File: src/rtl/vram_arbiter.sv
// vram_arbiter: shares the CPU's video-RAM slots between buffered CPU writes and
// (optionally) CPU reads.
//
// CPU strobes are asynchronous to CLK_50. Each strobe passes through two synchroniser
// flops and a third flop used for falling-edge detection. Writes go into a small FIFO.
// When the FIFO is full, a one-entry skid register holds the write and CPU_nWAIT is
// pulled low. Video timing pulses SLOT_STB when a RAM slot is free. The arbiter then
// owns the RAM for two cycles (SLOT1, SLOT2). FIFO writes always win. A read is issued
// only when nothing is queued ahead of it, so CPU program order is kept.
//
// Build option: define VRAM_ARB_READ_EN to enable the read path. Without it, CPU_nRD
// is ignored and CPU_DO is tied to zero.
//
// Parameters:
//   FIFO_DEPTH  buffered CPU writes (power of two, 2..16)
// Ports:
//   CLK_50      50 MHz clock, rising edge
//   nRESET      asynchronous active-low reset
//   CPU_A       CPU video-RAM address
//   CPU_DI      CPU write data
//   CPU_nWR     CPU write strobe, active-low, asynchronous
//   CPU_nRD     CPU read strobe, active-low, asynchronous
//   CPU_DO      data returned by the last completed read
//   CPU_nWAIT   wait request to the CPU, active-low
//   SLOT_STB    one-cycle pulse: a CPU RAM slot follows
//   ARB_VALID   arbiter owns the RAM this cycle
//   ARB_WR      owned slot is a write
//   ARB_A       slot address
//   ARB_WDATA   slot write data
//   ARB_RDATA   RAM read data, valid in the second slot cycle
//   FIFO_LEVEL  current write-FIFO occupancy
module vram_arbiter #(
  parameter int unsigned FIFO_DEPTH = 4
) (
  input  logic        CLK_50,
  input  logic        nRESET,
  input  logic [14:0] CPU_A,
  input  logic [7:0]  CPU_DI,
  input  logic        CPU_nWR,
  input  logic        CPU_nRD,
  output logic [7:0]  CPU_DO,
  output logic        CPU_nWAIT,
  input  logic        SLOT_STB,
  output logic        ARB_VALID,
  output logic        ARB_WR,
  output logic [14:0] ARB_A,
  output logic [7:0]  ARB_WDATA,
  input  logic [7:0]  ARB_RDATA,
  output logic [4:0]  FIFO_LEVEL
);

  localparam int unsigned PtrW     = (FIFO_DEPTH > 1) ? $clog2(FIFO_DEPTH) : 1;
  localparam logic [4:0]  DepthLvl = 5'(FIFO_DEPTH);

  typedef enum logic [1:0] {StIdle, StSlot1, StSlot2} state_e;

  state_e state_q, state_d;

  // ---------------------------------------------------------------------------
  // Write strobe synchroniser and falling-edge detect.
  // Bits [0] and [1] form the synchroniser; bit [2] is the delayed copy used for the edge.
  // ---------------------------------------------------------------------------
  logic [2:0] wr_sync_q;
  logic       wr_fall;

  always_ff @(posedge CLK_50 or negedge nRESET) begin
    if (!nRESET) begin
      wr_sync_q <= 3'b111;
    end else begin
      wr_sync_q <= {wr_sync_q[1:0], CPU_nWR};
    end
  end

  assign wr_fall = wr_sync_q[2] & ~wr_sync_q[1];

  // ---------------------------------------------------------------------------
  // Write FIFO plus one-entry skid register
  // ---------------------------------------------------------------------------
  logic [14:0]     fifo_a_q [FIFO_DEPTH];
  logic [7:0]      fifo_d_q [FIFO_DEPTH];
  logic [PtrW-1:0] wr_ptr_q, rd_ptr_q;
  logic [4:0]      level_q, level_d;
  logic            fifo_full, fifo_empty;
  logic            push, pop;
  logic [14:0]     push_a;
  logic [7:0]      push_d;
  logic [14:0]     head_a;
  logic [7:0]      head_d;

  logic            skid_valid_q, skid_valid_d;
  logic [14:0]     skid_a_q, skid_a_d;
  logic [7:0]      skid_d_q, skid_d_d;

  assign fifo_full  = (level_q == DepthLvl);
  assign fifo_empty = (level_q == 5'd0);
  assign head_a     = fifo_a_q[rd_ptr_q];
  assign head_d     = fifo_d_q[rd_ptr_q];

  // The pop happens as the write slot leaves SLOT2. The head stays stable for the whole slot.
  assign pop = (state_q == StSlot2) && ARB_WR;

  // A parked skid entry drains before any new write can reach the FIFO. This keeps writes in order.
  always_comb begin
    push         = 1'b0;
    push_a       = skid_a_q;
    push_d       = skid_d_q;
    skid_valid_d = skid_valid_q;
    skid_a_d     = skid_a_q;
    skid_d_d     = skid_d_q;
    if (skid_valid_q) begin
      if (!fifo_full) begin
        push         = 1'b1;
        skid_valid_d = 1'b0;
        if (wr_fall) begin
          skid_valid_d = 1'b1;
          skid_a_d     = CPU_A;
          skid_d_d     = CPU_DI;
        end
      end
    end else if (wr_fall) begin
      if (fifo_full) begin
        skid_valid_d = 1'b1;
        skid_a_d     = CPU_A;
        skid_d_d     = CPU_DI;
      end else begin
        push   = 1'b1;
        push_a = CPU_A;
        push_d = CPU_DI;
      end
    end
  end

  assign level_d = level_q + {4'd0, push} - {4'd0, pop};

  always_ff @(posedge CLK_50 or negedge nRESET) begin
    if (!nRESET) begin
      wr_ptr_q     <= '0;
      rd_ptr_q     <= '0;
      level_q      <= 5'd0;
      skid_valid_q <= 1'b0;
      skid_a_q     <= 15'd0;
      skid_d_q     <= 8'd0;
    end else begin
      if (push) wr_ptr_q <= wr_ptr_q + PtrW'(1);
      if (pop)  rd_ptr_q <= rd_ptr_q + PtrW'(1);
      level_q      <= level_d;
      skid_valid_q <= skid_valid_d;
      skid_a_q     <= skid_a_d;
      skid_d_q     <= skid_d_d;
    end
  end

  // Storage needs no reset: reset clears the pointers and level, so old contents are unreachable.
  always_ff @(posedge CLK_50) begin
    if (push) begin
      fifo_a_q[wr_ptr_q] <= push_a;
      fifo_d_q[wr_ptr_q] <= push_d;
    end
  end

  // ---------------------------------------------------------------------------
  // Read path
  // ---------------------------------------------------------------------------
  logic        rd_issue_ok;
  logic [14:0] rd_addr;

`ifdef VRAM_ARB_READ_EN
  logic [2:0]  rd_sync_q;
  logic        rd_fall;
  logic        rd_done;
  logic        rd_pending_q;
  logic        rd_release_q;
  logic [14:0] rd_addr_q;
  logic [7:0]  cpu_do_q;

  assign rd_fall = rd_sync_q[2] & ~rd_sync_q[1];
  assign rd_done = (state_q == StSlot2) && !ARB_WR;

  always_ff @(posedge CLK_50 or negedge nRESET) begin
    if (!nRESET) begin
      rd_sync_q    <= 3'b111;
      rd_pending_q <= 1'b0;
      rd_release_q <= 1'b0;
      rd_addr_q    <= 15'd0;
      cpu_do_q     <= 8'd0;
    end else begin
      rd_sync_q    <= {rd_sync_q[1:0], CPU_nRD};
      // Keeps CPU_nWAIT low for one extra cycle after CPU_DO loads.
      rd_release_q <= rd_done;
      if (rd_done) begin
        cpu_do_q     <= ARB_RDATA;
        rd_pending_q <= 1'b0;
      end else if (rd_fall && !rd_pending_q) begin
        rd_pending_q <= 1'b1;
        rd_addr_q    <= CPU_A;
      end
    end
  end

  // Any queued or parked write must reach the RAM before this read.
  assign rd_issue_ok = rd_pending_q && !skid_valid_q;
  assign rd_addr     = rd_addr_q;
  assign CPU_DO      = cpu_do_q;
  assign CPU_nWAIT   = ~(skid_valid_q | rd_pending_q | rd_release_q);
`else
  logic unused_rd;

  assign unused_rd   = ^{CPU_nRD, ARB_RDATA};
  assign rd_issue_ok = 1'b0;
  assign rd_addr     = 15'd0;
  assign CPU_DO      = 8'd0;
  assign CPU_nWAIT   = ~skid_valid_q;
`endif

  // ---------------------------------------------------------------------------
  // Slot state machine and registered RAM-side outputs
  // ---------------------------------------------------------------------------
  logic        arb_valid_q, arb_valid_d;
  logic        arb_wr_q, arb_wr_d;
  logic [14:0] arb_a_q, arb_a_d;
  logic [7:0]  arb_wdata_q, arb_wdata_d;

  always_comb begin
    state_d     = state_q;
    arb_valid_d = 1'b0;
    arb_wr_d    = arb_wr_q;
    arb_a_d     = arb_a_q;
    arb_wdata_d = arb_wdata_q;
    case (state_q)
      StIdle: begin
        if (SLOT_STB) begin
          if (!fifo_empty) begin
            state_d     = StSlot1;
            arb_valid_d = 1'b1;
            arb_wr_d    = 1'b1;
            arb_a_d     = head_a;
            arb_wdata_d = head_d;
          end else if (rd_issue_ok) begin
            state_d     = StSlot1;
            arb_valid_d = 1'b1;
            arb_wr_d    = 1'b0;
            arb_a_d     = rd_addr;
          end
        end
      end
      StSlot1: begin
        state_d     = StSlot2;
        arb_valid_d = 1'b1;
      end
      StSlot2: begin
        state_d = StIdle;
      end
      default: begin
        state_d = StIdle;
      end
    endcase
  end

  always_ff @(posedge CLK_50 or negedge nRESET) begin
    if (!nRESET) begin
      state_q     <= StIdle;
      arb_valid_q <= 1'b0;
      arb_wr_q    <= 1'b0;
      arb_a_q     <= 15'd0;
      arb_wdata_q <= 8'd0;
    end else begin
      state_q     <= state_d;
      arb_valid_q <= arb_valid_d;
      arb_wr_q    <= arb_wr_d;
      arb_a_q     <= arb_a_d;
      arb_wdata_q <= arb_wdata_d;
    end
  end

  assign ARB_VALID  = arb_valid_q;
  assign ARB_WR     = arb_wr_q;
  assign ARB_A      = arb_a_q;
  assign ARB_WDATA  = arb_wdata_q;
  assign FIFO_LEVEL = level_q;

endmodule

File: config.mk
export PLATFORM = sky130hd
export DESIGN_NAME = vram_arbiter
export DESIGN_NICKNAME = d
export VERILOG_FILES = /design/src/rtl/vram_arbiter.sv
export SDC_FILE = /design/constraint.sdc
export NUM_CORES = 1
export LEC_CHECK = 0
export CAP_MARGIN = 15
export CORE_MARGIN = 3
export CORE_UTILIZATION = 60
export DETAILED_ROUTE_END_ITERATION = 7
export MAX_ROUTING_LAYER = met4
export PLACE_DENSITY = 0.94
export REMOVE_ABC_BUFFERS = 1
export SYNTH_ARGS = -nofsm -noshare
export SYNTH_HDL_FRONTEND = slang
export SYNTH_SLANG_ARGS = --single-unit
File: constraint.sdc
create_clock -name CLK_50 -period 6.3 [get_ports CLK_50]
set_input_delay 1.26 -clock CLK_50 [delete_from_list [all_inputs] [get_ports CLK_50]]
set_output_delay 1.26 -clock CLK_50 [all_outputs]
set_load 0.02 [all_outputs]
# Word-level counts from Yosys, hierarchy flattened
# Memory sizes are Yosys's and may differ from the RTL's. A register that Yosys moved wholly into a read port is not among the register bits.
# Index checks and enable logic that the tools add are counted.
# totals
mem_count	2
out_inout_bits	39
latchBits	0
rom_bits	0
reg_bits	40
mem_bits_rw	92
# op_classes
div	0
multipliers	0
n_eq_ne	6
n_reduce_logical	11
addsub	4
shift	0
bitwise	4
order_cmp	0
mux	32
# mem_list
memory	words	word_bits	rd	rd_clocked_by_memory_dff	write_ports	line_no	text
fifo_a_q	4	15	1	1	1	79	logic [14:0] fifo_a_q [FIFO_DEPTH];
fifo_d_q	4	8	1	1	1	80	logic [7:0] fifo_d_q [FIFO_DEPTH];
# op_table
operator	count
$mux 15	8
$mux 8	8
$mux 1	12
$ne 2x2->1 const B	3
$reduce_bool 2->1	3
$add 5x1->5	1
$eq 5x3->1 const B	1
$logic_not 5->1	1
$sub 5x1->5	1
$add 2x1->2 const B	2
$mux 2	2
$pmux 2 s2	1
$reduce_and 4->1	1
$not 1->1	3
$reduce_and 3->1	1
$eq 2x1->1 const B	1
$eq 2x2->1 const B	1
$logic_not 1->1	2
$logic_not 2->1	1
$pmux 1 s2	1
$reduce_and 2->1	1
$and 1x1->1	1
$logic_and 1x1->1	1

# Longest topological paths before layout
# Gate-level depths: netlist of the first run.
# depth
word_depth	6
ltp_mapped	14
mapped_depth_nobuf	14

# Least setup slack after synthesis of the first run
# Ideal clock, no wire load.
# synth_timing
kind	flip-flop to flip-flop
from	reg level_q[3], in the netlist FIFO_LEVEL[3]
to	reg level_q[4], in the netlist FIFO_LEVEL[4]
path_stages_with_launch	15
n_path_buf	0
required_time_ps	6220
slack_ps	3643
setup_time_ps	80
period_less_slack_ps	2657
arrival_time_ps	2578
cell_sequence	dfrtp_1 > inv_1 > ha_1 > nor4b_4 > a21oi_1 > inv_1 > ha_1 > inv_1 > ha_1 > inv_1 > fa_1 > inv_1 > a21oi_1 > o21bai_1 > xnor2_1
# synth_between
elab_chain_len	6
# synth_lines
item	line_no	text
start: declaration	82	logic [4:0] level_q, level_d;
start signal: assignment	146	level_q <= level_d;
$eq 5x3->1	94	assign fifo_full = (level_q == DepthLvl);
$mux 1	111, 121	
$mux 1	120	end else if (wr_fall) begin
$mux 1	110	if (skid_valid_q) begin
$add 5x1->5 *	133	assign level_d = level_q + {4'd0, push} - {4'd0, pop};
$sub 5x1->5 *	133	
via level_d[4]	82	
# Mark *: on every way through the listed nets, which the timed path passes. The rest lies on a longest branch.
# A chain may end at the register's enable or synchronous reset.

# Worst setup path in the final report of the first run
# Ends and elaborated chain as after synthesis.

==> metrics list, run 1 <==
- Residual antenna-violating net count after detailed routing: 0
* Number of detailed-routing iterations run before antenna repair: 4
- Share of the clock period used by the worst path: 0.483
* Setup violation total in the final timing report: 0
- Synth Area in Adders: 0.0246
* Die span in x: 109 µm
* Clock insertion delay at the later pin of the skew report: 0.52 ns
- Y dimension of the die: 109 µm
- After routing the design area is roughly 7600 µm².
- Synthesis produced a netlist whose cell count is between 300 and 400.
* Area leader, netlist: edfxtp_1
* Synthesized-area fraction occupied by xor and xnor cells: 0.0111
- After synthesis, the largest family of logic cells by area is multiplexers.
- The core region is around 10000 µm².
- Slew at the pin with the worst max-slew slack: approximately 1.2 ns
- Hold repair after CTS inserted 0 buffers.
* Total number of yosys warnings: 0
- Overall power consumption after layout is estimated at 3.70 mW.
* Area of the die: 11800 µm²
* Hold Slack: 0.359 ns
- Unrepaired setup endpoints after global routing: no
* Ranking of synthesized cells by area: edfxtp_1, dfrtp_1, mux4_2
- Post-CTS repair changed the size of 0 cells.
- Max Fanout on Critical Path: 8
- The netlist uses 32 different library cells.
- Flop2flop setup slack: 3.26 ns
* Total count of max-transition violations in the final report: 0
- Post-synthesis to final-layout area growth: 20.1%
* Clk root buf: clkbuf_8
* CTS clk-pin slew, worst paths: 0.06 ns
* Final hold violation count: 0
- The number of antenna diodes in the final layout is 0.
- In the routed layout, each cell is associated on average with a via count of roughly 5.8.
* Drt total wl: 12.3 mm
- The tightest min-delay check is of the flip-flop to flip-flop type.
* IR drop worst, VDD: 260 µV
- In this run the most critical hold path is launched from wr_sync_q[0]$_DFF_PN1_.
* Power density of the placed cells: 488 nW/µm²
- Timing-limited maximum frequency: 329 MHz
- Row generation in the floorplan step produced 36 rows.
* Clock sinks: about 160
* Terminating pin of the worst hold path: wr_sync_q[1]$_DFF_PN1_
* Minimum clock period: 3.04 ns
- Summing every instance area after synthesis gives 6310 µm².
- Of the synthesized area, sequential elements account for 0.688.
* Worst Setup Path Type: flip-flop to flip-flop
* Number of ports placed on the die boundary: 75
- Entering global routing, the biggest net connects 64 pins.
* Critical Path RT: 6.73 ns
- At the end of routability-driven placement, the weighted congestion stood at 0.759.
- Min-Delay Path Depth: 0
- Launching element type of the critical path: flip-flop
- Static leakage power: 2.94 nW
- The initial utilization of the core area, before any placement, comes to 0.631.
- Library cell contributing the largest single delay on the critical path: a21oi_1
- Antenna violations before repair: 0
- At the worst endpoint, the arrival time is 3.47 ns.
* Status: complete, no violations
- Setup clock skew after layout: 0.00738 ns
* Flops & latches, synth: roughly 160
- Level count of the clock H-tree: 4
- Global-route wire length before repair: 19.4 mm
* Total of fill cells in the finished design: 529
* Instance area at placement: around 7000 µm²
- In this run the deepest clock path goes through 2 buffers.
- The signal on the critical path passes through inv_1 -> ha_1 -> nor4b_4 -> a21oi_1 -> inv_1 -> ha_1 -> inv_1 -> ha_1 -> inv_1 -> fa_1 -> inv_1 -> a21oi_1 -> o21bai_1 -> xnor2_1.
- Of the cells placed in the final design, the portion with a size suffix greater than 1 is 0.237.
- Port buffering added 57 buffers.
- Routed WL per cell: 22.7 µm
- The share of the synthesized area in compound gates (AO/OA/AOI/OAI) was 0.00773.
- Setup fix buffers added after clock tree synthesis: 0
- Number of CTS-inserted buffers: 17
- The number of cells on the worst reg-to-reg path is 14.
* Total vias in the final route: roughly 3200
- Cell repeated most along the worst path: inv_1
- Area share of the leading cell type in the synthesized netlist: 0.438
- TritonCTS built the clock tree.
* Slew HR: 0.187
* Max capacitance violation total: 0
* Post-detail-place hpwl: 6.81 mm
* Sum of overflow across all layers after global routing: 0
- For this run, design rule violations remaining after detail routing come to 0.
- The worst setup path is captured at a flip-flop.
* Critical Path Max Stage Delay: ~0.46 ns
- R2r startpoint: FIFO_LEVEL[3]$_DFF_PN0_
- Average cell area after synthesis: between 15 and 20 µm²
* Worst R2R End: FIFO_LEVEL[4]$_DFF_PN0_
- Vias in the first global route: 3497
- After the first detailed-routing iteration, the DRC count stood at 260.
- Of the total synthesized cell area, the portion taken by AND, OR, NAND and NOR gates is 0.0172.
- For this run, the post-layout net count is 443.
- Setup total negative slack on the finished layout was measured at 0 ns.
* Multiplexer area fraction after synthesis: 0.217
- Tot GR Track Use: 0.238
-- metrics by stage --
step	utilization	worst slack, ns	cells
floorplan	-	3.64	313
global placement	0.696	3.46	509
detailed placement	0.696	3.37	509
CTS	0.757	3.28	541
global route	0.758	2.96	542
finish	0.758	3.26	542
-- power by group --
group / total [mW] / switching (mW) / internal (mW)
Clock: 1.02 / 0.397 / 0.627
Combinational: 1.07 / 0.491 / 0.575
Sequential: 1.61 / 0.224 / 1.39
Total: 3.70 / 1.11 / 2.59
-- Yosys cell counts (all sizes together) --
cell type and count:
edfxtp 92, mux2 69, dfrtp 60, mux4 23
buf 19, inv 15, ha 10, xnor2 5
a21oi 4, and2 4, clkbuf 3, dfstp 3
xor2 3, nand2 2, nand2b 2, nor2 2
or3 2, a21o 1, and3 1, conb 1
fa 1, maj3 1, nor2b 1, nor4b 1
o21ai 1, o21bai 1, o41ai 1
-- critical path, delay by kind of cell, from the launching register on --
kind	cells	cell delay, ns
compound gates	3	0.71
xor+xnor	1	0.16
buf+inv	5	0.39
fa+ha+maj	4	1.15
simple gates	1	0.16
flops	1	0.37
-- layout make-up --
class / count / area (µm²) / area share
inverter: 15 / 56.3 / 0.00743
timing repair buffer: 64 / 626 / 0.0825
tap: 133 / 166 / 0.0219
sequential: 155 / 4340 / 0.573
clock inverter: 13 / 165 / 0.0218
multi-input combinational: 143 / 1780 / 0.235
clock buffer: 19 / 442 / 0.0583
-- sequential cells by signal (all words and copies together), names as in the netlist --
signal,flops
skid_d_q,8
FIFO_LEVEL,5
wr_sync_q,3
skid_valid_q,1
ARB_WR,1
state_q,2
ARB_A,15
fifo_d_q,32
ARB_WDATA,8
fifo_a_q,60
ARB_VALID,1
wr_ptr_q,2
rd_ptr_q,2
skid_a_q,15
-- cells in the final DEF (no fill, tap or decap), types with 2 or more instances in the layout --
| cell | count |
|---|---|
| clkinv_4 | 2 |
| inv_1 | 15 |
| clkbuf_16 | 16 |
| and2_1 | 4 |
| bufinv_16 | 3 |
| edfxtp_1 | 92 |
| buf_4 | 6 |
| mux4_2 | 23 |
| nand2b_1 | 2 |
| dfstp_2 | 3 |
| mux2_2 | 8 |
| xnor2_1 | 5 |
| clkbuf_8 | 3 |
| inv_6 | 2 |
| dfrtp_1 | 59 |
| ha_1 | 10 |
| clkinvlp_4 | 4 |
| clkinv_2 | 2 |
| mux2_1 | 41 |
| nand2_1 | 2 |
| clkdlybuf4s50_1 | 56 |
| or3_1 | 2 |
| conb_1 | 8 |
| a21oi_1 | 4 |
| xor2_1 | 3 |
| mux2_4 | 20 |
-- worst max-delay path by stage --
stage	start	endpoint	cells past startpoint
floorplan	FIFO_LEVEL[3]$_DFF_PN0_	FIFO_LEVEL[4]$_DFF_PN0_	14
global placement	SLOT_STB	ARB_WDATA[1]$_DFFE_PN0P_	5
detailed placement	SLOT_STB	ARB_WDATA[0]$_DFFE_PN0P_	5
CTS	FIFO_LEVEL[3]$_DFF_PN0_	FIFO_LEVEL[4]$_DFF_PN0_	14
global route	FIFO_LEVEL[3]$_DFF_PN0_	FIFO_LEVEL[4]$_DFF_PN0_	14
finish	FIFO_LEVEL[3]$_DFF_PN0_	FIFO_LEVEL[4]$_DFF_PN0_	14
-- routing by layer --
layer	up-vias	part of all wire	wire length [µm]	track usage
met5	-	0	0	-
met4	0	0.012	145	0.0983
met3	11	0.066	809	0.0573
met2	140	0.54	6610	0.390
met1	1662	0.39	4760	0.285
li1	1353	-	-	-
-- cells by family after synthesis --
family / after synthesis
xor gates and xnor gates: 8
muxes: 92
adders and majority gates: 12
DFF: 155
other: 1
buffers and inverters: 37
and+or+nand+nor: 15
AOI/OAI and AO/OA: 8
Note: power is estimated with default switching activity, not from simulation.
==> run 2: changes to the inputs <==
--- a/config.mk
+++ b/config.mk
@@ -7,10 +7,10 @@
 export LEC_CHECK = 0
 export CAP_MARGIN = 15
 export CORE_MARGIN = 3
-export CORE_UTILIZATION = 60
+export CORE_UTILIZATION = 55
 export DETAILED_ROUTE_END_ITERATION = 7
 export MAX_ROUTING_LAYER = met4
-export PLACE_DENSITY = 0.94
+export PLACE_DENSITY = 0.88
 export REMOVE_ABC_BUFFERS = 1
 export SYNTH_ARGS = -nofsm -noshare
 export SYNTH_HDL_FRONTEND = slang
==> constraint.sdc (replaced) <==
create_clock -name CLK_50 -period 2.9 [get_ports CLK_50]
set_input_delay 0.58 -clock CLK_50 [delete_from_list [all_inputs] [get_ports CLK_50]]
set_output_delay 0.58 -clock CLK_50 [all_outputs]
set_load 0.02 [all_outputs]
==> run 2 against run 1 <==
  * Clock skew rose by 0.0014 ns
  * Sequential power rose by 110%
  * Global-route usage fell by 3.1 points
  * Fmax rose by 16%
  * Via count fell by 0.25%
  * Critical endpoint unchanged
==> metrics list, run 2 (synthesized netlist as in run 1, its figures left out) <==
- Status: complete, no violations
* Number of DRC violations after detailed routing: 0
* Clock sinks: 155
* Clk root buf: clkbuf_16
* Total vias in the final route: between 3000 and 4000
- Slew at the pin with the worst max-slew slack: 0.855 ns
* Post-synthesis to final-layout area growth: 20.5%
* Worst Setup Path Type: flip-flop to flip-flop
- Hold Buf Count CTS: 0
- CTS clk-pin slew, worst paths: 0.06 ns
* Crit path cell chain: inv_1 -> ha_1 -> nor4b_4 -> a21oi_1 -> inv_1 -> ha_1 -> inv_1 -> ha_1 -> inv_1 -> fa_1 -> inv_1 -> a21oi_1 -> o21bai_1 -> xnor2_1
- Leaving out fill and tap cells, the most frequent cell in the layout is edfxtp_1.
- In this run the count of I/O pins placed on the die edge is 75.
* Count of buffers from port buffering: 57
* Registers with the most flip-flops: fifo_a_q x60, fifo_d_q x32
- In this run the worst hold path is classified as input port to async pin.
* Setup clock skew after layout: 0.00874 ns
- Row generation in the floorplan step produced 38 rows.
- Static timing analysis puts the maximum clock frequency at between 300 and 400 MHz.
* Post-detail-place hpwl: 6.86 mm
* Sum of overflow across all layers after global routing: 0
- Wire length on met2: approximately 6.2 mm
* Largest net degree at the start of global routing: 35
- Minimum clock period: 2.62 ns
- Data arrives at the worst endpoint at 2.94 ns.
- For this configuration, the core starts out at a cell density of 0.572.
* Residual antenna-violating net count after detailed routing: 0
* IR drop worst, VDD: 431 µV
* Starting DRC count in detailed routing: about 140
- The number of antenna violations at the first check in global routing is 0.
- Slew HR: 0.430
- The first global-routing pass estimated 19.0 mm of wire.
- Setup fix buffers added after clock tree synthesis: 0
- Max-cap violations in this run came to 0.
- Number of CTS-inserted buffers: 17
* Top metal layer carrying routed signals: met4
* Post-DR vias/cell: 5.70
- Commonest cells after routing, fill and taps aside: edfxtp_1, dfrtp_1, clkdlybuf4s50_1
- Setup violations remaining at the end of the flow were counted as 0.
* Clock Path Buffers: 2
- Before antenna repair, the detailed router went through 5 iterations.
- Y dimension of the die: 113 µm
- The register with the most flip-flops in the final layout is fifo_a_q.
- Power comes to 7.89 mW.
- Drt total wl: between 10 and 15 mm
- Routed WL per cell: 21.2 µm
- Kind of end point of the critical path: flip-flop
- The core region is 11000 µm².
- The die covers 12800 µm².
- The via count of the first global-routing pass came to 3447.
- For the worst-skew pair, the clock arrives at the later sink with an insertion delay of between 0.4 and 0.5 ns.
- Launching element type of the critical path: flip-flop
- The cell that appears most often on the critical path is inv_1.
* Setup TNS Final: 0 ns
- Final hold violation count: 0
- Critical Path Max Stage Delay: 0.41 ns
* Utilization after layout: 0.689
- Count of antenna diodes in the layout: 0
- Setup repair after global routing left no endpoint under its margin.
- Final net count: 448
- For this run, the total global-route usage over all layers was measured as 0.207.
- # resized after CTS: 0
* Final GP Congestion: just under 0.8
- Met3 Wirelength: 589 µm
- The analysis attributes to cell leakage a power of 2.95 nW.
- Library cell contributing the largest single delay on the critical path: dfrtp_1
- Counting the fill cells in the layout gives 670.
- Of the cells placed in the final design, the portion with a size suffix greater than 1 is 0.244.
* Share of the clock period used by the worst path: 0.903
* Total count of max-transition violations in the final report: 0
* CTS tree: done
- Die span in x: between 100 and 150 µm
* Level count of the clock H-tree: 4
* Worst r2r path cells: 14
- STA puts the critical path data required time at 3.22 ns.
- Power density of the placed cells: about 1000 nW/µm²
* Number of flip-flops under the largest register name: 60
* Routed metal-1 wirelength: 4.56 mm
- Of all nets on the critical path, the largest fanout is 4.
## run 2: routing by layer
metal | track usage | up-vias
met4 | 0.106 | 0
met3 | 0.0465 | 28
met1 | 0.246 | 1651
li1 | - | 1368
met5 | - | -
met2 | 0.333 | 111
## run 2: stage by stage
| step | area [µm²] | hold WS, ns | setup slack [ns] | instances |
|---|---|---|---|---|
| final | 7600 | 0.228 | 0.282 | 554 |
| after global routing | 7600 | 0.272 | 0.0827 | 554 |
| after CTS | 7600 | 0.244 | 0.268 | 554 |
| after detailed placement | 7030 | 0.351 | 0.351 | 522 |
| after global placement | 7030 | 0.347 | 0.469 | 522 |
| after floorplan | 6180 | 0.284 | 0.243 | 313 |
## run 2: path summary, 6_finish.rpt
| path | end | start | slack (ns) |
|---|---|---|---|
| max | FIFO_LEVEL[4]$_DFF_PN0_ | FIFO_LEVEL[3]$_DFF_PN0_ | 0.28 |
| min | ARB_WDATA[5]$_DFFE_PN0P_ | nRESET | 0.23 |
| max reg2reg | FIFO_LEVEL[4]$_DFF_PN0_ | FIFO_LEVEL[3]$_DFF_PN0_ | 0.28 |
| min reg2reg | wr_sync_q[1]$_DFF_PN1_ | wr_sync_q[0]$_DFF_PN1_ | 0.36 |
| max in group asynchronous | wr_sync_q[2]$_DFF_PN1_ | nRESET | 1.97 |
| min in group CLK_50 | wr_sync_q[1]$_DFF_PN1_ | wr_sync_q[0]$_DFF_PN1_ | 0.36 |
## run 2: area by class of cell
type	instances	area, µm²	share of cell area
timing repair buffer	69	668	0.0879
multi-input combinational	143	1780	0.234
inverter	15	56.3	0.00740
clock buffer	18	429	0.0564
tap	140	175	0.0230
sequential	155	4340	0.571
clock inverter	14	148	0.0194
## run 2: power by group
part	internal [mW]	switching, mW
sequential	3.01	0.413
clock	1.27	0.862
combinational	1.25	1.08
## run 2: worst max-delay path: cells and delay by family, from the launching register on
kind                       cells  cell delay, ns
AOI/OAI and AO/OA              3            0.38
xor gates and xnor gates       1            0.15
adders and majority gates      4            0.94
buffers and inverters          5            0.35
DFF                            1            0.41
and+or+nand+nor                1            0.30
==> run 3: changes to the inputs <==
--- a/config.mk
+++ b/config.mk
@@ -11,7 +11,7 @@
 export DETAILED_ROUTE_END_ITERATION = 7
 export MAX_ROUTING_LAYER = met4
 export PLACE_DENSITY = 0.88
-export REMOVE_ABC_BUFFERS = 1
+export SLEW_MARGIN = 20
 export SYNTH_ARGS = -nofsm -noshare
 export SYNTH_HDL_FRONTEND = slang
 export SYNTH_SLANG_ARGS = --single-unit
==> run 3 against run 2 <==
  * Critical endpoint unchanged
  * Wire length rose by 3.2%
  * Non-clock buffer count rose by 2
  * Critical path depth did not move
  * Sequential power barely moved
  * Clock skew fell by 0.0032 ns
  * Setup slack improved by 0.040 ns
==> metrics list, run 3 (synthesized netlist as in run 1, its figures left out) <==
- Final hold violation count: 0
- Minimum clock period: around 2.6 ns
- Residual antenna-violating net count after detailed routing: 0
* Post-route total power: 8.02 mW
- The worst setup path is launched from a flip-flop.
- The worst register-to-register path begins at FIFO_LEVEL[3]$_DFF_PN0_.
- Share of the clock period used by the worst path: 0.889
- For met2 alone, demand over resource in global routing was 0.348.
- Dividing total power by cell area gives a power density of ~1000 nW/µm².
- Row count: 38
- The first routing iteration left 151 violations.
- Number of detailed-routing iterations run before antenna repair: 4
- Final GP Congestion: 0.712
- The critical path is of the flip-flop to flip-flop type.
- Slew at the pin with the worst max-slew slack: 0.716 ns
- Setup slack on the critical path of the routed design comes to 0.323 ns.
- Total vias in the final route: about 3100
* Most common library cell in the layout ignoring fill and taps: edfxtp_1
- Initial core utilization: 0.572
- Clk root buf: clkbuf_16
* Static leakage power: roughly 3 nW
* Final net count: 450
- Worst R2R End: FIFO_LEVEL[4]$_DFF_PN0_
- Hold Slack: 0.178 ns
- In this run the count of I/O pins placed on the die edge is 75.
- Met3 GRT Util: 0.0497
- Max capacitance violation total: 0
- Library cell contributing the largest single delay on the critical path: fa_1
* Setup violation total in the final timing report: 0
- In the routed design, unresolved DRC markers number 0.
- The number of clock buffers added by TritonCTS is 17.
- Largest net degree at the start of global routing: 28
- Summed over all failing endpoints, the final setup total negative slack is 0 ns.
* Crit path cell chain: inv_1 -> ha_1 -> nor4b_4 -> a21oi_1 -> inv_1 -> ha_1 -> inv_1 -> ha_1 -> inv_1 -> fa_1 -> inv_1 -> a21oi_1 -> o21bai_1 -> xnor2_1
- Vias in the first global route: 3502
- Post-synthesis to final-layout area growth: 21.7%
- Status: complete, no violations
- For this run, the slowest stage of the critical path takes 0.41 ns.
* Kind of end point of the critical path: flip-flop
- Sum of overflow across all layers after global routing: 0
- Max Fanout on Critical Path: 4
* Area of the placeable core: 11000 µm²
* Y dimension of the die: 113 µm
- Worst Path Arrival: between 2 and 3 ns
* Setup clock skew after layout: 0.00552 ns
- Summing all placed instances gives a cell area of between 7000 and 8000 µm².
- Clock insertion delay at the later pin of the skew report: 0.41 ns
- In this run, post-CTS repair resized a total of 0 instances.
* Timing-limited maximum frequency: between 300 and 400 MHz
* Register with the most flip-flops: fifo_a_q
* Setup fix buffers added after clock tree synthesis: 0
- The most critical setup path has its startpoint at FIFO_LEVEL[3]$_DFF_PN0_.
* Instance count on the critical path: 14
* Flop2flop setup slack: 0.32 ns
* Critical Path RT: 3.24 ns
* Worst r2r path cells: 14
- Slew HR: 0.523
- Drt total wl: 12.1 mm
- IR drop worst, VDD: 716 µV
* Antenna violations before repair: 0
* Clock sinks: 155
- Clock-pin slew was measured on the worst setup and hold paths at approximately 0.060 ns.
- The floorplan step defined a die boundary enclosing 12800 µm².
- The most critical setup path has its endpoint at FIFO_LEVEL[4]$_DFF_PN0_.
- Input and output buffers added on the ports amount to 57.
- The tightest min-delay check is of the input port to async pin type.
* Post-DR vias/cell: 5.57
* Total count of max-transition violations in the final report: 0
- Across every metal layer, demand over resource in global routing totals 0.212.
- Dividing the detail-routed wire length by the instance count gives 21.8 µm.
- The H-tree was split into 4 levels.
* CTS tree: done
* Total buffers and inverters traversed by the critical path: 5
- Place WS: about 0.34 ns
* Post-detail-place hpwl: 7.27 mm
- Final non-filler cell area: approximately 7700 µm²
* Cell repeated most along the worst path: inv_1
- In this run the deepest clock path goes through 2 buffers.
- Most Crowded Layer GR: met2
- The die is 113 µm wide.
- For met1 alone, demand over resource in global routing was 0.251.
- Registers with the most flip-flops: fifo_a_q x60, fifo_d_q x32
- Global-route wire length before repair: 19.2 mm
- Proportion of layout cells with a drive suffix above 1: 0.243
- Hold Buf Count CTS: 0
- The register with the most flip-flops in the layout has 60 of them.
- Commonest cells after routing, fill and taps aside: edfxtp_1, dfrtp_1, clkdlybuf4s50_1
* Count of antenna diodes in the layout: 0
- Crit path max-delay family: adder cells
- Unrepaired setup endpoints after global routing: no
-- run 3: per-stage QoR --
stage / cells / util
floorplan: 335 / -
global placement: 524 / 0.642
detailed placement: 524 / 0.642
CTS: 556 / 0.696
global route: 556 / 0.696
finish: 556 / 0.696
-- run 3: metal layers --
layer / up-vias / part of all wire
li1: 1365 / -
met1: 1605 / 0.39
met2: 103 / 0.53
met3: 25 / 0.051
met4: 0 / 0.022
met5: - / 0
-- run 3: how the worst min path moves through the flow --
stage	startpoint	endpoint	slack, ns
2_1_floorplan	nRESET	ARB_A[0]$_DFFE_PN0P_	0.28
3_3_place_gp	wr_sync_q[0]$_DFF_PN1_	wr_sync_q[1]$_DFF_PN1_	0.35
6_report	nRESET	skid_a_q[1]$_DFFE_PN0P_	0.18
3_5_place_dp	wr_sync_q[0]$_DFF_PN1_	wr_sync_q[1]$_DFF_PN1_	0.35
5_1_grt	nRESET	ARB_WDATA[3]$_DFFE_PN0P_	0.21
4_1_cts	nRESET	skid_a_q[1]$_DFFE_PN0P_	0.18
-- run 3: layout make-up --
class | count | area, µm²
Fill cell | 670 | 3350
Multi-Input combinational cell | 143 | 1780
Inverter | 15 | 56.3
Timing Repair Buffer | 71 | 721
Clock buffer | 20 | 457
Tap cell | 140 | 175
Sequential cell | 155 | 4340
Clock inverter | 12 | 145
-- run 3: report_power, final --
part | leakage (nW) | internal, mW | switching (mW)
Combinational | 1.08 | 1.28 | 1.08
Sequential | 1.62 | 3.02 | 0.415
Clock | 0.291 | 1.39 | 0.836
